## src/rtl/wb_port_arbiter_if.sv

```systemverilog
`default_nettype none
// ============================================================================
// Module      : wb_port_arbiter_if
// Description : Writeback port bundle: ALU/load requests, issue tracking,
//               busy scoreboard and register-file write port.
// Revision    : 1.0
// ============================================================================
interface wb_port_arbiter_if #(
  parameter int DATA_W = 32
);
  logic              alu_valid;
  logic [4:0]        alu_rd;
  logic [DATA_W-1:0] alu_data;
  logic              alu_ready;

  logic              mem_valid;
  logic [4:0]        mem_rd;
  logic [DATA_W-1:0] mem_data;
  logic              mem_ready;

  logic              hold;
  logic              issue_valid;
  logic [4:0]        issue_rd;
  logic [31:0]       busy;

  logic              wb_en;
  logic [4:0]        wb_rd;
  logic [DATA_W-1:0] wb_data;

  modport master (
    output alu_valid, alu_rd, alu_data,
    output mem_valid, mem_rd, mem_data,
    output hold, issue_valid, issue_rd,
    input  alu_ready, mem_ready, busy,
    input  wb_en, wb_rd, wb_data
  );

  modport slave (
    input  alu_valid, alu_rd, alu_data,
    input  mem_valid, mem_rd, mem_data,
    input  hold, issue_valid, issue_rd,
    output alu_ready, mem_ready, busy,
    output wb_en, wb_rd, wb_data
  );
endinterface
`default_nettype wire

```

## src/rtl/wb_port_arbiter.sv

```systemverilog
`default_nettype none
// ============================================================================
// Module      : wb_port_arbiter
// Description : Round-robin arbiter sharing the register-file write port
//               between ALU and load unit, with a pending-write scoreboard.
// Revision    : 1.0
// ============================================================================
module wb_port_arbiter #(
  parameter int DATA_W = 32
) (
  input  wire logic         clk,
  input  wire logic         rst,
  wb_port_arbiter_if.slave  bus
);

  localparam logic [0:0] ST_FAV_ALU = 1'b0;
  localparam logic [0:0] ST_FAV_MEM = 1'b1;

  logic [0:0]        r_prio;
  logic [0:0]        w_prio_next;
  logic              w_grant_alu;
  logic              w_grant_mem;
  logic              w_xfer;
  logic [4:0]        w_gnt_rd;
  logic [DATA_W-1:0] w_gnt_data;

  logic              r_wb_en;
  logic [4:0]        r_wb_rd;
  logic [DATA_W-1:0] r_wb_data;
  logic [31:1]       r_busy;

  // ---------------------------------------------------------------------------
  // Priority pointer: state register
  // ---------------------------------------------------------------------------
  always_ff @(posedge clk or posedge rst) begin
    if (rst) begin
      r_prio <= ST_FAV_ALU;
    end else begin
      r_prio <= w_prio_next;
    end
  end

  // Next state: point at whichever source lost, hold when nobody was granted
  always_comb begin
    w_prio_next = r_prio;
    if (w_grant_alu) begin
      w_prio_next = ST_FAV_MEM;
    end else if (w_grant_mem) begin
      w_prio_next = ST_FAV_ALU;
    end
  end

  // Output: grants are gated by reset so ready is never seen during reset
  always_comb begin
    w_grant_alu = 1'b0;
    w_grant_mem = 1'b0;
    if (!rst && !bus.hold) begin
      if (bus.alu_valid && bus.mem_valid) begin
        w_grant_alu = (r_prio == ST_FAV_ALU);
        w_grant_mem = (r_prio == ST_FAV_MEM);
      end else begin
        w_grant_alu = bus.alu_valid;
        w_grant_mem = bus.mem_valid;
      end
    end
  end

  assign bus.alu_ready = w_grant_alu;
  assign bus.mem_ready = w_grant_mem;

  // ---------------------------------------------------------------------------
  // Granted-source mux
  // ---------------------------------------------------------------------------
  assign w_xfer     = w_grant_alu | w_grant_mem;
  assign w_gnt_rd   = w_grant_mem ? bus.mem_rd   : bus.alu_rd;
  assign w_gnt_data = w_grant_mem ? bus.mem_data : bus.alu_data;

  // ---------------------------------------------------------------------------
  // Writeback register
  // ---------------------------------------------------------------------------
  always_ff @(posedge clk or posedge rst) begin
    if (rst) begin
      r_wb_en   <= 1'b0;
      r_wb_rd   <= 5'd0;
      r_wb_data <= '0;
    end else begin
      r_wb_en <= w_xfer && (w_gnt_rd != 5'd0);
      if (w_xfer) begin
        r_wb_rd   <= w_gnt_rd;
        r_wb_data <= w_gnt_data;
      end
    end
  end

  assign bus.wb_en   = r_wb_en;
  assign bus.wb_rd   = r_wb_rd;
  assign bus.wb_data = r_wb_data;

  // ---------------------------------------------------------------------------
  // Busy scoreboard; x0 is never tracked. A same-cycle issue beats the clear.
  // ---------------------------------------------------------------------------
  generate
    for (genvar i = 1; i < 32; i++) begin : g_busy
      always_ff @(posedge clk or posedge rst) begin
        if (rst) begin
          r_busy[i] <= 1'b0;
        end else if (bus.issue_valid && (bus.issue_rd == 5'(i))) begin
          r_busy[i] <= 1'b1;
        end else if (w_xfer && (w_gnt_rd == 5'(i))) begin
          r_busy[i] <= 1'b0;
        end
      end
    end
  endgenerate

  assign bus.busy = {r_busy, 1'b0};

  ready_onehot_a : assert property (@(posedge clk) disable iff (rst)
                                    !(w_grant_alu && w_grant_mem));

endmodule
`default_nettype wire

```

## src/flat_wrapper.sv

```systemverilog
// flat-port wrapper written by rule: the top's interface ports become plain ports
module wb_port_arbiter_flat 
#(
  parameter int DATA_W = 32
)
  (clk, rst, bus_alu_valid, bus_alu_rd, bus_alu_data, bus_mem_valid, bus_mem_rd, bus_mem_data, bus_hold, bus_issue_valid, bus_issue_rd, bus_alu_ready, bus_mem_ready, bus_busy, bus_wb_en, bus_wb_rd, bus_wb_data);
  wb_port_arbiter_if #(.DATA_W(DATA_W)) bus_i ();
  input  wire logic clk;
  input  wire logic rst;
  input wire logic [$bits(bus_i.alu_valid)-1:0] bus_alu_valid;
  input wire logic [$bits(bus_i.alu_rd)-1:0] bus_alu_rd;
  input wire logic [$bits(bus_i.alu_data)-1:0] bus_alu_data;
  input wire logic [$bits(bus_i.mem_valid)-1:0] bus_mem_valid;
  input wire logic [$bits(bus_i.mem_rd)-1:0] bus_mem_rd;
  input wire logic [$bits(bus_i.mem_data)-1:0] bus_mem_data;
  input wire logic [$bits(bus_i.hold)-1:0] bus_hold;
  input wire logic [$bits(bus_i.issue_valid)-1:0] bus_issue_valid;
  input wire logic [$bits(bus_i.issue_rd)-1:0] bus_issue_rd;
  output wire logic [$bits(bus_i.alu_ready)-1:0] bus_alu_ready;
  output wire logic [$bits(bus_i.mem_ready)-1:0] bus_mem_ready;
  output wire logic [$bits(bus_i.busy)-1:0] bus_busy;
  output wire logic [$bits(bus_i.wb_en)-1:0] bus_wb_en;
  output wire logic [$bits(bus_i.wb_rd)-1:0] bus_wb_rd;
  output wire logic [$bits(bus_i.wb_data)-1:0] bus_wb_data;
  assign bus_i.alu_valid = bus_alu_valid;
  assign bus_i.alu_rd = bus_alu_rd;
  assign bus_i.alu_data = bus_alu_data;
  assign bus_i.mem_valid = bus_mem_valid;
  assign bus_i.mem_rd = bus_mem_rd;
  assign bus_i.mem_data = bus_mem_data;
  assign bus_i.hold = bus_hold;
  assign bus_i.issue_valid = bus_issue_valid;
  assign bus_i.issue_rd = bus_issue_rd;
  assign bus_alu_ready = bus_i.alu_ready;
  assign bus_mem_ready = bus_i.mem_ready;
  assign bus_busy = bus_i.busy;
  assign bus_wb_en = bus_i.wb_en;
  assign bus_wb_rd = bus_i.wb_rd;
  assign bus_wb_data = bus_i.wb_data;
  wb_port_arbiter #(.DATA_W(DATA_W)) u_core (.clk(clk), .rst(rst), .bus(bus_i));
endmodule
```

## config.mk

```make
export PLATFORM = sky130hd
export DESIGN_NAME = wb_port_arbiter_flat
export DESIGN_NICKNAME = d
export VERILOG_FILES = /design/src/rtl/wb_port_arbiter_if.sv /design/src/rtl/wb_port_arbiter.sv /design/src/flat_wrapper.sv
export SDC_FILE = /design/constraint.sdc
export NUM_CORES = 1
export LEC_CHECK = 0
export ABC_CLOCK_PERIOD_IN_PS = 3000
export CORE_UTILIZATION = 42
export DETAILED_ROUTE_END_ITERATION = 8
export PLACE_DENSITY_LB_ADDON = 0.25
export SLEW_MARGIN = 5
export SYNTH_ARGS = -nofsm -noshare
export SYNTH_HDL_FRONTEND = slang
export SYNTH_SLANG_ARGS = --single-unit
```

## constraint.sdc

```tcl
create_clock -name clk -period 3 [get_ports clk]
set_input_delay 0.6 -clock clk [delete_from_list [all_inputs] [get_ports clk]]
set_output_delay 0.6 -clock clk [all_outputs]
set_load 0.03 [all_outputs]
```

Word level (Yosys, flattened, before mapping)
Index checks and enable logic that the tools add are counted.
{"block": "classes", "n_eq_ne": 62, "muxes": 70, "bitwise": 2, "reduce_logical": 100}
{"operator": "$eq A5 B5 Y1 const B", "n": 32}
{"operator": "$eq A5 B4 Y1 const B", "n": 16}
{"operator": "$mux W1", "n": 68}
{"operator": "$logic_and A1 B1 Y1", "n": 65}
{"operator": "$reduce_bool A2 Y1", "n": 32}
{"operator": "$eq A5 B3 Y1 const B", "n": 8}
{"operator": "$mux W32", "n": 1}
{"operator": "$eq A5 B2 Y1 const B", "n": 4}
{"operator": "$eq A5 B1 Y1 const B", "n": 2}
{"operator": "$mux W5", "n": 1}
{"operator": "$reduce_bool A5 Y1", "n": 1}
{"operator": "$logic_not A1 Y1", "n": 2}
{"operator": "$not A1 Y1", "n": 1}
{"operator": "$or A1 B1 Y1", "n": 1}
{"block": "totals", "ff_bits": 70, "input_bits": 85, "out_inout_bits": 72, "wordCells": 269}

Logic depth before layout (Yosys ltp)
Gate-level depths: netlist of the first run.
{"block": "logic_depth", "ltp_word": 8, "mapped_depth": 7, "depth_no_buf": 4}

Worst setup path before layout of the first run
OpenSTA, ideal clock, no wires.
{"block": "synth_path", "path_kind": "input port to output port", "from": "input port bus_mem_valid", "to": "output port bus_alu_ready", "t_arrival_ns": 1.495, "required_time_ns": 2.400, "setup_slack_ns": 0.905, "cell_stages": 3, "n_path_buf": 2, "cell_sequence": "buf_2 > buf_1 > a21oi_1"}
{"block": "synth_via", "elab_chain_len": 3}
{"element": "start, declared", "line": "flat_wrapper.sv:13", "source": "input wire logic [$bits(bus_i.mem_valid)-1:0] bus_mem_valid;"}
{"element": "$logic_and A1 B1 Y1", "line": "wb_port_arbiter.sv:58", "source": "if (bus.alu_valid && bus.mem_valid) begin"}
{"element": "$mux W1", "line": "wb_port_arbiter.sv:58"}
{"element": "$mux W1", "line": "wb_port_arbiter.sv:57", "source": "if (!rst && !bus.hold) begin"}
{"element": "end, declared", "line": "flat_wrapper.sv:19", "source": "output wire logic [$bits(bus_i.alu_ready)-1:0] bus_alu_ready;"}
No other way between the ends.

Worst setup path after layout of the first run
{"block": "layout_path", "from": "input port bus_alu_valid", "to": "output port bus_mem_ready"}
{"block": "layout_via", "elab_chain_len": 3}
{"element": "start, declared", "line": "flat_wrapper.sv:10", "source": "input wire logic [$bits(bus_i.alu_valid)-1:0] bus_alu_valid;"}
{"element": "$logic_and A1 B1 Y1", "line": "wb_port_arbiter.sv:58"}
{"element": "$mux W1", "line": "wb_port_arbiter.sv:58"}
{"element": "$mux W1", "line": "wb_port_arbiter.sv:57"}
{"element": "end, declared", "line": "flat_wrapper.sv:20", "source": "output wire logic [$bits(bus_i.mem_ready)-1:0] bus_mem_ready;"}
No other way between the ends.

==> out/qor.tcl, run 1 <==
set qor(hold_path_class) {reg -> reg}
set qor(first_global_vias) 3280
set qor(finalWorstPathRequiredPeriod_ns) 2.47
set qor(hold_viol) 0
set qor(worstPathMaxFanout) 25
set qor(post_cts_buffers) 0
set qor(drt-vias-per-instance) 5.36
set qor(port_buffers) 155
set qor(max_cap_viol_count) 0
set qor(synth_largest_area_cell) {sky130_fd_sc_hd__dfrtp_1}
set qor(ir_worst_vdd_mv) 0.274
set qor(yosys-top-cells-area) {sky130_fd_sc_hd__dfrtp_1, sky130_fd_sc_hd__mux2i_1, sky130_fd_sc_hd__a32oi_1}
set qor(yosysTopAreaCellShare) 0.490
set qor(maxSlewHeadroom) 0.519
set qor(synth_cell_types) 34
set qor(drive_gt1_frac) 0.0611
set qor(p_leak_nw) 2.58
set qor(p_comb_frac) 0.274
set qor(syn2layout_area_growth_pct) 51.6
set qor(num-nets-final) 604
set qor(worst_slew_pin_slew_ns) 0.720
set qor(antenna_found_initial) 0
set qor(worstSetupPathType) {in -> out}
set qor(ctsRootBufferMaster) {sky130_fd_sc_hd__clkbuf_8}
set qor(setup_violations_final) 0
set qor(r2r_setup_slack_ns) 1.19
set qor(synthArstFlopShare) 1.00
set qor(global_route.overflow_total) 0
set qor(postRouteWirelength_mm) 10.3
set qor(worst-r2r-cell-count) 5
set qor(synth_enable_flop_cells) 0
set qor(std_cell_rows) 33
set qor(seq_power_share) 0.410
set qor(core_area_sq_mm) 0.00822
set qor(cts_max_path_buffers) 2
set qor(run_status) {finished clean}
set qor(cts_resized) 0
set qor(power_switching_share) 0.303
set qor(routed-via-count) 3373
set qor(die_span_in_x_microns) 94.3
set qor(floorplan.die_area_sq_mm) 0.00889
set qor(worstHoldStart) {u_core.bus.wb_rd[0]}
set qor(avgSynthCellArea_sq_um) 9.74
set qor(fp.dieH_microns) 94.3
set qor(hold_path_depth) 2
set qor(timing.clock.skew_ns) 0.00921
set qor(critical_path_arrival_ns) 1.87
set qor(critPathRequiredTime_ns) 2.40
set qor(pre_cts_slack_ns) 0.510
set qor(switching_power_summed_over_all_nets_w) 0.000792
set qor(routed_wire_length_per_instance_microns) 16.3
set qor(tritoncts) {yes}
set qor(dr.pass1.iters) 5
set qor(period_share) 0.822
set qor(setup_total_negative_slack_ns) 0
set qor(p_int_w) 0.00182
set qor(place_congestion) 0.923
set qor(fin_ws_ns) 0.533
set qor(worst_setup_hold_path_clk_slew_ns) 0.07
set qor(synth_ff_type) {sky130_fd_sc_hd__dfrtp_1}
set qor(cts_htree_levels) 3
set qor(postCtsHoldBufs) 0
set qor(fmaxAchievable_mhz) 405
set qor(grt_start_max_net_pins) 56
set qor(remaining_drc_errors) 0
set qor(synth_fp_nets) 452
set qor(timing.final.max_slew_violations) 0
set qor(cts_made_buffers) 9
set qor(number_of_warnings_printed_during_yosys_synthesis) 0
set qor(drtIter0Drc) 113
set qor(groute.usage.overall) 0.231
set qor(hold-path-endpoint) {u_core.bus.wb_rd[0]}
set qor(start_util) 0.435
set qor(pwr-share-clk) 0.316
set qor(global_route_wire_length_before_repair_mm) 15.9
set qor(setup_repair_after_global_routing_missed_its_margin) {false}
set qor(timing.rr.end) {u_core.bus.busy[3]}
set qor(half_perimeter_wire_length_after_detailed_placement_mm) 7.63
set qor(start_kind) {input pin}
set qor(reg2reg_from) {u_core.r_prio}
set qor(synth_cells) 367
set qor(ys_seq_elements) 70
set qor(yosysSeqAreaShare) 0.490
set qor(cts.sinks) 70
set qor(synth.cell_area_sq_mm) 0.00358
set qor(floorplan.io_pins) 157
set qor(power.density_mw_per_mm2) 482
set qor(antennaDiodeCount) 0
set qor(worst_setup_path_end_kind) {primary output}
set qor(drt.antenna.violating_nets) 0
set qor(worst_skew_pair.late_latency_ns) 0.34
synthesized netlist by cell type (5+ instances only):
master,number
sky130_fd_sc_hd__dfrtp_1,70
sky130_fd_sc_hd__nand2_1,40
sky130_fd_sc_hd__o21ai_0,40
sky130_fd_sc_hd__inv_1,38
sky130_fd_sc_hd__mux2i_1,37
sky130_fd_sc_hd__a32oi_1,31
sky130_fd_sc_hd__o21ai_1,28
sky130_fd_sc_hd__nor2_1,12
sky130_fd_sc_hd__buf_2,9
sky130_fd_sc_hd__a2111o_1,7
sky130_fd_sc_hd__clkbuf_1,6
sky130_fd_sc_hd__nand4_1,5
metrics by stage:
step / hold slack [ns] / cells / utilization / cell area, sq um / total power [W]
finish: 0.476 / 629 / 0.660 / 5420 / 0.00261
global route: 0.503 / 629 / 0.660 / 5420 / 0.00273
CTS: 0.487 / 629 / 0.660 / 5420 / 0.00264
detailed placement: 0.470 / 613 / 0.634 / 5210 / 0.00181
global placement: 0.464 / 613 / 0.634 / 5210 / 0.00180
floorplan: 0.464 / 367 / - / 3580 / 0.00147
cell usage in the layout (no fill, tap or decap), drive strengths merged:
cell type / count
and3: 1
a32oi: 31
a21oi: 5
and2: 1
nor3: 3
mux2i: 37
nor4bb: 1
nand2: 40
dfrtp: 70
a211o: 4
nand3: 4
o21ai: 69
buf: 10
clkinvlp: 1
bufinv: 2
clkbuf: 10
nor2b: 4
nand2b: 4
clkdlybuf4s50: 153
nand4: 5
nand4b: 4
conb: 1
a21o: 1
a21bo: 1
clkinv: 3
nor2: 12
a2111o: 7
a311oi: 1
inv: 38
and3b: 1
flip-flops by register name (all words and copies together), names as in the netlist:
| signal | cells |
|---|---|
| u_core.bus.busy | 31 |
| u_core.bus.wb_data | 32 |
| u_core.bus.wb_en | 1 |
| u_core.bus.wb_rd | 5 |
| u_core.r_prio | 1 |
worst max-delay path by stage:
stage                       start                  end  slack [ns]  depth (start not counted)
floorplan                     rst  u_core.bus.busy[10]        0.63                          1
global placement    bus_alu_valid   u_core.bus.busy[3]        0.55                          6
detailed placement  bus_alu_valid   u_core.bus.busy[3]        0.51                          6
global route        bus_alu_valid        bus_mem_ready        0.47                          6
finish              bus_alu_valid        bus_mem_ready        0.53                          6
CTS                 bus_alu_valid        bus_mem_ready        0.54                          6
routing by layer:
layer | vias up | global-route usage | wire (microns)
met4 | 0 | 0.0795 | 110
li1 | 1634 | - | -
met2 | 159 | 0.397 | 4880
met1 | 1565 | 0.280 | 4220
met3 | 15 | 0.0574 | 1040
met5 | - | 0 | 0
power groups by stage:
stage	Clock (W)	Combinational [W]	Sequential (W)
finish	0.000825	0.000717	0.00107
global route	0.000878	0.000767	0.00108
CTS	0.000838	0.000724	0.00107
detailed placement	0	0.000722	0.00109
global placement	0	0.000711	0.00109
floorplan	0	0.000205	0.00126
logic make-up after synthesis:
logic type | Yosys count | share of synthesized area
AND/OR/NAND/NOR | 80 | 0.107
other | 1 | 0.00105
multiplexers | 37 | 0.104
flip-flops | 70 | 0.490
buffers and inverters | 60 | 0.0756
AO/OA/AOI/OAI | 119 | 0.223
layout make-up:
type                            count  area (sq um)
Sequential cell                    70          1750
Timing Repair Buffer              163          1620
Fill cell                         684          2800
Inverter                           38           143
Clock buffer                       10           128
Multi-Input combinational cell    237          1560
Clock inverter                      6          86.3
Tap cell                          105           131
critical path, cell delays in order:
cell,delay (ns)
sky130_fd_sc_hd__clkdlybuf4s50_1,0.49
sky130_fd_sc_hd__nand2b_1,0.11
sky130_fd_sc_hd__buf_4,0.26
sky130_fd_sc_hd__nand3_2,0.15
sky130_fd_sc_hd__inv_1,0.09
sky130_fd_sc_hd__buf_4,0.16
(Power assumes the default switching activity.)
==> run 2: changes to the inputs <==
Settings changed: ABC_CLOCK_PERIOD_IN_PS 3000 to 2300.
Clock period 3 ns to 2.3 ns, I/O delays scaled along.
==> run 2 against run 1 <==
Net effect:
- sequential cell count stayed put
- hold slack better by 0.0026 ns
- non-clock buffer count rose by 12
- utilization rose by 1.1 points
- sequential power is 31% higher
- design area is 1.6% higher
- sequential share of layout area is 0.51 points lower
- critical path type unchanged
- critical endpoint unchanged
==> out/qor.tcl, run 2 (synthesis gave the netlist of run 1 again) <==
set qor(worstPathMaxFanout) 25
set qor(worst_setup_hold_path_clk_slew_ns) 0.06
set qor(place_congestion) 0.892
set qor(die_span_in_x_microns) 94.3
set qor(core_area_sq_mm) 0.00822
set qor(period_share) 0.893
set qor(worstSetupPathType) {in -> out}
set qor(worst_setup_path_end_kind) {primary output}
set qor(design_power_total_w) 0.00318
set qor(global_route_wire_length_before_repair_mm) 17.0
set qor(num-nets-final) 616
set qor(fp.dieH_microns) 94.3
set qor(setup_repair_after_global_routing_missed_its_margin) {false}
set qor(worst_skew_pair.late_latency_ns) 0.34
set qor(cts_resized) 0
set qor(critPathRequiredTime_ns) 1.84
set qor(tritoncts) {yes}
set qor(area_taken_by_flip_flops_and_latches_sq_mm) 0.00175
set qor(ctsRootBufferMaster) {sky130_fd_sc_hd__clkbuf_8}
set qor(multi_input_comb_area_sq_mm) 0.00156
set qor(std_cell_rows) 33
set qor(maxSlewHeadroom) 0.603
set qor(floorplan.die_area_sq_mm) 0.00889
set qor(port_buffers) 155
set qor(max_cap_viol_count) 0
set qor(start_util) 0.435
set qor(syn2layout_area_growth_pct) 54.0
set qor(final_util) 0.670
set qor(cts_htree_levels) 3
set qor(post-route-cell-area_sq_mm) 0.00551
set qor(antenna_found_initial) 0
set qor(floorplan.io_pins) 157
set qor(worst_slew_pin_slew_ns) 0.594
set qor(drt.antenna.violating_nets) 0
set qor(reg2reg_from) {u_core.r_prio}
set qor(hold_viol) 0
set qor(postRouteWirelength_mm) 10.4
set qor(timing.clock.skew_ns) 0.00918
set qor(dr.pass1.iters) 4
set qor(antennaDiodeCount) 0
set qor(worstHoldStart) {u_core.bus.wb_rd[0]}
set qor(drtIter0Drc) 132
set qor(setup_total_negative_slack_ns) 0
set qor(cts_made_buffers) 9
set qor(power.density_mw_per_mm2) 577
set qor(remaining_drc_errors) 0
set qor(first_global_vias) 3516
set qor(fillerInstances) 671
set qor(hold_path_class) {reg -> reg}
set qor(placement_cell_area_sq_mm) 0.00536
set qor(finalWorstPathRequiredPeriod_ns) 2.05
set qor(p_leak_nw) 2.64
set qor(postCtsHoldBufs) 0
set qor(holdWs_ns) 0.478
set qor(ir_worst_vdd_mv) 0.303
set qor(start_kind) {input pin}
set qor(routed-via-count) 3460
set qor(critical_path.startpoint) {bus_alu_valid}
set qor(global_route.overflow_total) 0
set qor(fmaxAchievable_mhz) 487
set qor(timing.final.max_slew_violations) 0
set qor(cts.sinks) 70
set qor(groute.usage.overall) 0.248
set qor(layout.cells.most_common) {sky130_fd_sc_hd__clkdlybuf4s50_1}
set qor(grt_start_max_net_pins) 55
set qor(routed_wire_length_per_instance_microns) 16.3
set qor(half_perimeter_wire_length_after_detailed_placement_mm) 7.93
set qor(run_status) {finished clean}
set qor(final_cell_mix) {sky130_fd_sc_hd__clkdlybuf4s50_1, sky130_fd_sc_hd__dfrtp_1, sky130_fd_sc_hd__nand2_1, sky130_fd_sc_hd__o21ai_0}
set qor(cts_max_path_buffers) 2
set qor(critical_path_arrival_ns) 1.59
set qor(number_of_flip_flops_under_the_largest_register_name) 32
set qor(drive_gt1_frac) 0.0748
set qor(drt-vias-per-instance) 5.41
set qor(post_cts_buffers) 0
set qor(setup_violations_final) 0
-- run 2: cell types whose count changed in the layout (fill, tap and decap cells not counted) --
cell	before	now
sky130_fd_sc_hd__buf_4	9	16
sky130_fd_sc_hd__buf_12	1	6
sky130_fd_sc_hd__clkbuf_1	1	4
sky130_fd_sc_hd__bufinv_16	2	0
sky130_fd_sc_hd__clkinv_4	1	0
sky130_fd_sc_hd__clkinvlp_4	1	0
-- run 2: final timing paths --
check                                         endpoint  slack [ns]  cells past startpoint
worst max register to register     u_core.bus.busy[11]        0.63                      5
worst min-delay path               u_core.bus.wb_rd[0]        0.48                      2
max in group asynchronous          u_core.bus.busy[11]        1.28                      3
worst min register to register     u_core.bus.wb_rd[0]        0.48                      2
min in group asynchronous       u_core.bus.wb_data[20]        0.49                      2
worst max-delay path                     bus_mem_ready        0.25                      6
-- run 2: per-stage QoR --
step | setup slack [ns] | instances
5_1_grt | 0.188 | 640
6_report | 0.246 | 640
3_5_place_dp | 0.153 | 625
4_1_cts | 0.242 | 640
2_1_floorplan | 0.0718 | 367
3_3_place_gp | 0.188 | 625
-- run 2: routing by layer --
metal,GRT usage,vias to the layer above,share of wire
met4,0.0782,0,0.011
met3,0.0833,12,0.10
li1,-,1650,-
met1,0.302,1634,0.41
met5,0,-,0
met2,0.412,164,0.48
-- run 2: power breakdown --
| group | total, W | switching [W] | internal [W] | leakage, nW |
|---|---|---|---|---|
| logic | 0.000964 | 0.000514 | 0.000450 | 1.80 |
| registers | 0.00140 | 0.0000561 | 0.00134 | 0.758 |
| clock network | 0.000818 | 0.000434 | 0.000384 | 0.0773 |
-- run 2: cell type report --
type,count,share of cell area
sequential,70,0.318
timing repair buffer,175,0.322
multi-input combinational,237,0.284
clock buffer,13,0.0252
clock inverter,2,0.00182
tap,105,0.0239
inverter,38,0.0259
-- run 2: worst max-delay path, cell delays in order --
cell and delay, ns:
sky130_fd_sc_hd__clkdlybuf4s50_1 0.44, sky130_fd_sc_hd__nand2b_1 0.13, sky130_fd_sc_hd__buf_12 0.17, sky130_fd_sc_hd__nand3_2 0.13, sky130_fd_sc_hd__inv_1 0.09, sky130_fd_sc_hd__buf_4 0.17
==> run 3: changes to the inputs <==
Settings changed: CELL_PAD_IN_SITES_DETAIL_PLACEMENT set to 1, CELL_PAD_IN_SITES_GLOBAL_PLACEMENT set to 1, CORE_UTILIZATION 42 to 31.
==> run 3 against run 2 <==
Net effect:
- clock power increased by 82%
- cell count rose by 5.6%
- sequential share of layout area decreased by 1.1 points
- clock skew fell by 0.0042 ns
- sequential cell count did not move
- power up 22%
- die area grew 35%
- critical endpoint unchanged
- largest cell class unchanged
- highest routed layer unchanged
==> out/qor.tcl, run 3 (synthesis gave the netlist of run 1 again) <==
set qor(critPathRequiredTime_ns) 1.84
set qor(num-nets-final) 616
set qor(hold_path_class) {reg -> reg}
set qor(finalWorstPathRequiredPeriod_ns) 2.16
set qor(grt_start_max_net_pins) 46
set qor(period_share) 0.939
set qor(design_power_total_w) 0.00388
set qor(p_leak_nw) 2.71
set qor(post_cts_buffers) 0
set qor(fp.dieH_microns) 109
set qor(start_kind) {input pin}
set qor(cts_made_buffers) 9
set qor(drt.antenna.violating_nets) 0
set qor(final_util) 0.518
set qor(critical_path.cell_chain) {clkdlybuf4s50_1 > nand2b_1 > buf_12 > nand3_2 > inv_1 > buf_4}
set qor(core_area_sq_mm) 0.0110
set qor(global_route_wire_length_before_repair_mm) 18.9
set qor(ctsRootBufferMaster) {sky130_fd_sc_hd__clkbuf_16}
set qor(dr.pass1.iters) 4
set qor(setup_violations_final) 0
set qor(ir_worst_vdd_mv) 0.316
set qor(drtIter0Drc) 120
set qor(max_cap_viol_count) 0
set qor(place_congestion) 0.851
set qor(final_cell_mix) {sky130_fd_sc_hd__clkdlybuf4s50_1, sky130_fd_sc_hd__dfrtp_1, sky130_fd_sc_hd__nand2_1, sky130_fd_sc_hd__o21ai_0}
set qor(maxSlewHeadroom) 0.584
set qor(setup_repair_after_global_routing_missed_its_margin) {false}
set qor(postCtsHoldBufs) 0
set qor(antenna_found_initial) 0
set qor(first_global_vias) 3734
set qor(drt-vias-per-instance) 5.17
set qor(die_span_in_x_microns) 109
set qor(number_of_flip_flops_under_the_largest_register_name) 32
set qor(std_cell_rows) 38
set qor(timing.clock.skew_ns) 0.00500
set qor(timing.critical_path.slowest_cell_delay_ns) 0.48
set qor(drive_gt1_frac) 0.0840
set qor(finalNonFillerCells) 676
set qor(cpMaxStageDelayCell) {sky130_fd_sc_hd__clkdlybuf4s50_1}
set qor(syn2layout_area_growth_pct) 59.8
set qor(placed_cells_incl_taps) 660
set qor(half_perimeter_wire_length_after_detailed_placement_mm) 9.28
set qor(power.density_mw_per_mm2) 679
set qor(cts.sinks) 70
set qor(worst_slew_pin_slew_ns) 0.621
set qor(floorplan.die_area_sq_mm) 0.0120
set qor(worstSetupPathType) {in -> out}
set qor(remaining_drc_errors) 0
set qor(cts_resized) 0
set qor(worst_setup_hold_path_clk_slew_ns) 0.06
set qor(groute.usage.overall) 0.207
set qor(routed-via-count) 3494
set qor(worst_skew_pair.late_latency_ns) 0.33
set qor(port_buffers) 155
set qor(cts_htree_levels) 3
set qor(antennaDiodeCount) 0
set qor(tritoncts) {yes}
set qor(start_util) 0.324
set qor(hold_viol) 0
set qor(timing.final.max_slew_violations) 0
set qor(postRouteWirelength_mm) 12.2
set qor(layout.cells.most_common) {sky130_fd_sc_hd__clkdlybuf4s50_1}
set qor(worst_setup_path_end_kind) {primary output}
set qor(global_route.overflow_total) 0
set qor(critical_path_arrival_ns) 1.70
set qor(worstPathMaxFanout) 25
set qor(run_status) {finished clean}
set qor(cts_max_path_buffers) 2
set qor(fmaxAchievable_mhz) 463
set qor(routed_wire_length_per_instance_microns) 18.1
set qor(floorplan.io_pins) 157
set qor(setup_total_negative_slack_ns) 0
run 3: power breakdown:
| part | internal [W] | total [W] | switching [W] |
|---|---|---|---|
| Combinational | 0.000448 | 0.000987 | 0.000539 |
| Clock | 0.000974 | 0.00149 | 0.000516 |
| Sequential | 0.00134 | 0.00140 | 0.0000584 |
| Total | 0.00277 | 0.00388 | 0.00111 |
run 3: worst paths after layout:
| path | startpoint | slack [ns] | endpoint | cells past startpoint |
|---|---|---|---|---|
| worst max-delay path | bus_alu_valid | 0.14 | bus_mem_ready | 6 |
| worst min-delay path | u_core.bus.wb_rd[3] | 0.48 | u_core.bus.wb_rd[3] | 2 |
| worst min register to register | u_core.bus.wb_rd[3] | 0.48 | u_core.bus.wb_rd[3] | 2 |
| max in group asynchronous | rst | 1.46 | u_core.bus.busy[30] | 3 |
| min in group asynchronous | rst | 0.54 | u_core.bus.wb_data[20] | 3 |
| worst max register to register | u_core.r_prio | 0.61 | u_core.bus.busy[11] | 5 |
run 3: worst max-delay path: cells and delay by family:
kind / cells / cell delay [ns]
buffers and inverters: 4 / 0.94
and+or+nand+nor: 2 / 0.30
run 3: per-stage QoR:
step	setup slack [ns]	cell area, sq um	hold WS, ns
final	0.140	5710	0.478
after global routing	0.0902	5710	0.501
after CTS	0.130	5710	0.483
after detailed placement	0.0402	5390	0.470
after global placement	0.104	5390	0.462
after floorplan	0.0718	3580	0.464
run 3: final cells by class:
type / instances / area, sq um
flip-flops and latches: 70 / 1750
clock buffers: 10 / 239
inverters: 38 / 143
multi-input cells: 237 / 1560
well taps: 140 / 175
fillers: 1231 / 5320
clock inverters: 6 / 85.1
repair buffers: 175 / 1760
run 3: metal layers:
layer	part of all wire	vias up	track usage
li1	-	1650	-
met1	0.42	1683	0.255
met2	0.48	150	0.358
met3	0.087	11	0.0545
met4	0.0085	0	0.0543
met5	0	-	0
==> variant 1 (config.mk and constraints of run 3) <==
`DATA_W` is set to 32 in 3 places; all go to 64.
--- a/src/rtl/wb_port_arbiter_if.sv
+++ b/src/rtl/wb_port_arbiter_if.sv
@@ -6,7 +6,7 @@
 // Revision    : 1.0
 // ============================================================================
 interface wb_port_arbiter_if #(
-  parameter int DATA_W = 32
+  parameter int DATA_W = 64
 );
   logic              alu_valid;
   logic [4:0]        alu_rd;
--- a/src/rtl/wb_port_arbiter.sv
+++ b/src/rtl/wb_port_arbiter.sv
@@ -6,7 +6,7 @@
 // Revision    : 1.0
 // ============================================================================
 module wb_port_arbiter #(
-  parameter int DATA_W = 32
+  parameter int DATA_W = 64
 ) (
   input  wire logic         clk,
   input  wire logic         rst,
--- a/src/flat_wrapper.sv
+++ b/src/flat_wrapper.sv
@@ -1,7 +1,7 @@
 // flat-port wrapper written by rule: the top's interface ports become plain ports
 module wb_port_arbiter_flat 
 #(
-  parameter int DATA_W = 32
+  parameter int DATA_W = 64
 )
   (clk, rst, bus_alu_valid, bus_alu_rd, bus_alu_data, bus_mem_valid, bus_mem_rd, bus_mem_data, bus_hold, bus_issue_valid, bus_issue_rd, bus_alu_ready, bus_mem_ready, bus_busy, bus_wb_en, bus_wb_rd, bus_wb_data);
   wb_port_arbiter_if #(.DATA_W(DATA_W)) bus_i ();
Ports: changed (resized bus_alu_data, bus_mem_data and bus_wb_data); port bits go from 157 to 253. The function was not compared with the original's and may differ.
==> variant 1 against run 3 <==
Total power is 37% higher; wire length is 52% higher; sequential cell count is 32 higher; utilization increased by 0.088 points; sequential share of layout area rose by 0.20 points; maximum frequency decreased by 0.93%; critical path depth is 1 lower; worst setup slack worse by 0.020 ns; area after synthesis is 42% higher; cell count increased by 46%; sequential power rose by 51%; final area grew 45%; non-clock buffer count rose by 99; first-iteration DRC count increased by 87%; largest power group is now sequential cells; highest routed layer unchanged.
==> variant 1: results (changes against run 3) <==
[layout]
ff_latch_area_um2=2552  ; +46%
multi_input_gates=342  ; +44%
seq_cell_count=102  ; +46%
signal_buffers=274  ; +57%
nets=916  ; +49%
drive_gt1_frac=0.06218  ; -0.02178
clk_share=0.03630  ; -0.02041
fill_cells=1803  ; +46%
buf_share=0.3376  ; +0.02971

[outcome]
status=finished clean

[route]
post_drt_wl_per_cell_um=18.81  ; +4.2%
drt_iter0_markers=224  ; +87%
route.layer.met1.wl_um=7352  ; +42%
via_per_inst=5.019  ; -2.9%

[synth]
synth-compound-area-share=0.1804  ; -0.04243
muxShareOfSynthArea=0.1363  ; +0.03269
synthTopCellsByCount=102 x dfrtp_1, 74 x o21ai_0, 73 x nand2_1, 69 x mux2i_1, 38 x inv_1
yosysSeqAreaShare=0.5036  ; +0.01373
synth_top_area_share=0.5036  ; +0.01373
yosysUniqueCellTypes=35  ; +2.9%
synthTopCellsByArea=dfrtp_1 50%, mux2i_1 14%, o21ai_0 7.3%
syn-num-nets=663  ; +47%

[pwr]
pwr-share-clk=0.294  ; -0.090
switching_share=0.3199  ; +0.03300

[place]
place_hpwl_um=14340  ; +54%
placed_cell_area_um2=7973  ; +48%
portBuffers=251  ; +62%

[global_routing]
use_met1=0.2534  ; -0.001204
grtUsageMet2=0.3995  ; +0.04101
grt_pass1_vias=5204  ; +39%
grt_util_met3=0.04633  ; -0.008204
grt_max_degree=92  ; +100%

[clocking]
clock_latency_ns=0.35  ; +0.02 ns

[setup_path]
worstPathMaxFanout=10  ; -60%

[sta]
slew_headroom=0.6486  ; +0.06424

-- variant 1: path summary, 6_finish.rpt --
| kind | startpoint | end | slack, ns | cells after the start |
|---|---|---|---|---|
| setup / recovery | rst | bus_mem_ready | 0.12 | 5 |
| hold / removal | u_core.bus.wb_data[17] | u_core.bus.wb_data[17] | 0.48 | 2 |
| setup reg to reg | u_core.r_prio | u_core.bus.wb_data[12] | 0.56 | 6 |
| hold reg to reg | u_core.bus.wb_data[17] | u_core.bus.wb_data[17] | 0.48 | 2 |
| max in group asynchronous | rst | u_core.bus.wb_data[16] | 1.21 | 4 |
| min in group asynchronous | rst | u_core.bus.wb_rd[4] | 0.67 | 4 |
-- variant 1: metrics by stage --
step	setup WS, ns	instances	utilization
final	0.1201	988	0.5189
after floorplan	0.4897	514	-
after global placement	0.1571	972	0.5001
after CTS	0.1010	988	0.5189
after global routing	0.04603	988	0.5189
after detailed placement	0.08459	972	0.5001
==> variant 2 (settings of run 3) <==
Made on the original files. Make the reset (`rst`) synchronous in 3 clocked blocks.
--- a/src/rtl/wb_port_arbiter.sv
+++ b/src/rtl/wb_port_arbiter.sv
@@ -32,7 +32,7 @@
   // ---------------------------------------------------------------------------
   // Priority pointer: state register
   // ---------------------------------------------------------------------------
-  always_ff @(posedge clk or posedge rst) begin
+  always_ff @(posedge clk) begin
     if (rst) begin
       r_prio <= ST_FAV_ALU;
     end else begin
@@ -78,7 +78,7 @@
   // ---------------------------------------------------------------------------
   // Writeback register
   // ---------------------------------------------------------------------------
-  always_ff @(posedge clk or posedge rst) begin
+  always_ff @(posedge clk) begin
     if (rst) begin
       r_wb_en   <= 1'b0;
       r_wb_rd   <= 5'd0;
@@ -101,7 +101,7 @@
   // ---------------------------------------------------------------------------
   generate
     for (genvar i = 1; i < 32; i++) begin : g_busy
-      always_ff @(posedge clk or posedge rst) begin
+      always_ff @(posedge clk) begin
         if (rst) begin
           r_busy[i] <= 1'b0;
         end else if (bus.issue_valid && (bus.issue_rd == 5'(i))) begin
Function: differs if rst is asserted again (counterexample within 4 cycles, from zero or initial values and one cycle with rst high); with rst held inactive, the same outputs for 10 cycles.
==> variant 2 against run 3 <==
Count of clock-buffer cells in the layout is 1 lower; wire length up 6.0%; cell count grew 3.6%; sequential cell count unchanged; final area up 0.72%; area after synthesis is 0.21% higher; worst setup slack got worse by 0.0076 ns; total power is 13% lower.
==> variant 2: results (changes against run 3) <==
[clocking]
cts_max_path_buffers=2  ; unchanged
clk_transition_reported_paths_ns=0.06  ; about the same
clock_latency_ns=0.33  ; about the same
htreeDepth=3  ; unchanged
post_cts_buffers=0  ; unchanged
cts_root_buffer=clkbuf_16
cts-buffers-inserted=9  ; unchanged
ctsResizeCount=0  ; unchanged

[sta]
slew_headroom=0.4385  ; -0.1459
skew_ns=0.005380  ; +0.0003793 ns

[setup_path]
cp_top_family=buffers and inverters
rr_startpoint=u_core.r_prio
slowest_delay_ns=0.42  ; -0.06 ns
r2r_cells=5  ; unchanged
startpoint=bus_alu_valid
critPathSlowestCell=clkdlybuf4s50_1
worstPathMaxFanout=20  ; -20%
critical_path_arrival_ns=1.71

[place]
placed_cell_area_um2=5456  ; +1.2%
place_hpwl_um=9882  ; +6.5%
globalplace.congestion=0.8496  ; -0.21%
portBuffers=155  ; unchanged

[hold_path]
holdPathStages=2  ; unchanged
hold_path_class=flip-flop to flip-flop
hold_path.startpoint=u_core.bus.busy[5]

[layout]
fill_cells=1271  ; +3.2%
diodes=0  ; unchanged
drive_gt1_frac=0.1054  ; +0.02140
largest_register_ffs=32  ; unchanged
nets=640  ; +3.9%

[synth]
yosysSeqAreaShare=0.3911  ; -0.09879
synthTopCellsByCount=70 x dfxtp_1, 37 x mux2i_1, 37 x nor2_1, 34 x inv_1
yosys_warnings=0  ; unchanged
syn-num-nets=479  ; +6.0%
async_flop_share=0  ; -1.000
synthTopCellsByArea=dfxtp_1 39%, mux2i_1 10%, a221oi_1 7.6%
yosysUniqueCellTypes=41  ; +21%

[outcome]
status=finished clean

[global_routing]
grt_first_pass_wirelength_um=20130  ; +6.5%
antenna_found_initial=0  ; unchanged
grt_max_degree=61  ; +33%
grt_pass1_vias=4008  ; +7.3%
track_usage=0.2165  ; +0.009493

[pwr]
irDropWorstVdd_mv=0.4138  ; +31%
power_leakage_uw=0.002104  ; -22%

[run]
drv_cap=0  ; unchanged

[route]
via_per_inst=5.546  ; +7.3%
routed_wl_um=12940  ; +6.0%
first_pass_iters=5  ; +1
drtAntennaViolNets=0  ; unchanged
drt_iter0_markers=139  ; +16%

## variant 2: layout make-up
type	count	area (um^2)	share of cell area
Clock buffer	9	225.2	0.03913
Clock inverter	7	73.82	0.01283
Inverter	35	131.4	0.02283
Multi-Input combinational cell	256	1934	0.3361
Sequential cell	70	1401	0.2435
Tap cell	140	175.2	0.03043
Timing Repair Buffer	183	1814	0.3152
## variant 2: metrics by stage
stage          utilization  cells  worst slack [ns]
2_1_floorplan            -    394            0.3805
3_3_place_gp        0.4947    684          -0.06355
3_5_place_dp        0.4947    684          -0.09984
4_1_cts             0.5218    700            0.1128
5_1_grt             0.5218    700           0.02984
6_report            0.5218    700            0.1327
## variant 2: tightest hold or removal path: cells and delay by family, from the launching register on
kind / cells / cell delay, ns
compound gates: 1 / 0.07
buf+inv: 1 / 0.05
flops: 1 / 0.31
## variant 2: final timing paths
kind                         end  slack [ns]
max reg2reg  u_core.bus.busy[20]        0.53
min           u_core.bus.busy[5]        0.48
min reg2reg   u_core.bus.busy[5]        0.48
max                bus_mem_ready        0.13
## variant 2: layer usage
metal,share of wire,vias to the layer above,GRT usage
li1,-,1866,-
met3,0.058,14,0.03675
met1,0.43,1873,0.2656
met2,0.50,129,0.3854
met5,0,-,0
met4,0.011,0,0.06476
## variant 2: power by group
part	switching (uW)	internal (uW)	leakage, uW	total (uW)
Sequential	27.3	1270	0.000571	1290
Clock	549	843	0.000146	1390
Combinational	365	338	0.00139	703
Total	941	2450	0.00210	3390
## variant 2: cells by family (layout without fill, tap and decap cells)
group | after synthesis | after routing | synth area share
muxes | 37 | 37 | 0.1034
AOI/OAI and AO/OA | 118 | 118 | 0.2695
buffers and inverters | 68 | 234 | 0.07507
other | 1 | 1 | 0.001046
DFF | 70 | 70 | 0.3911
and+or+nand+nor | 100 | 100 | 0.1599
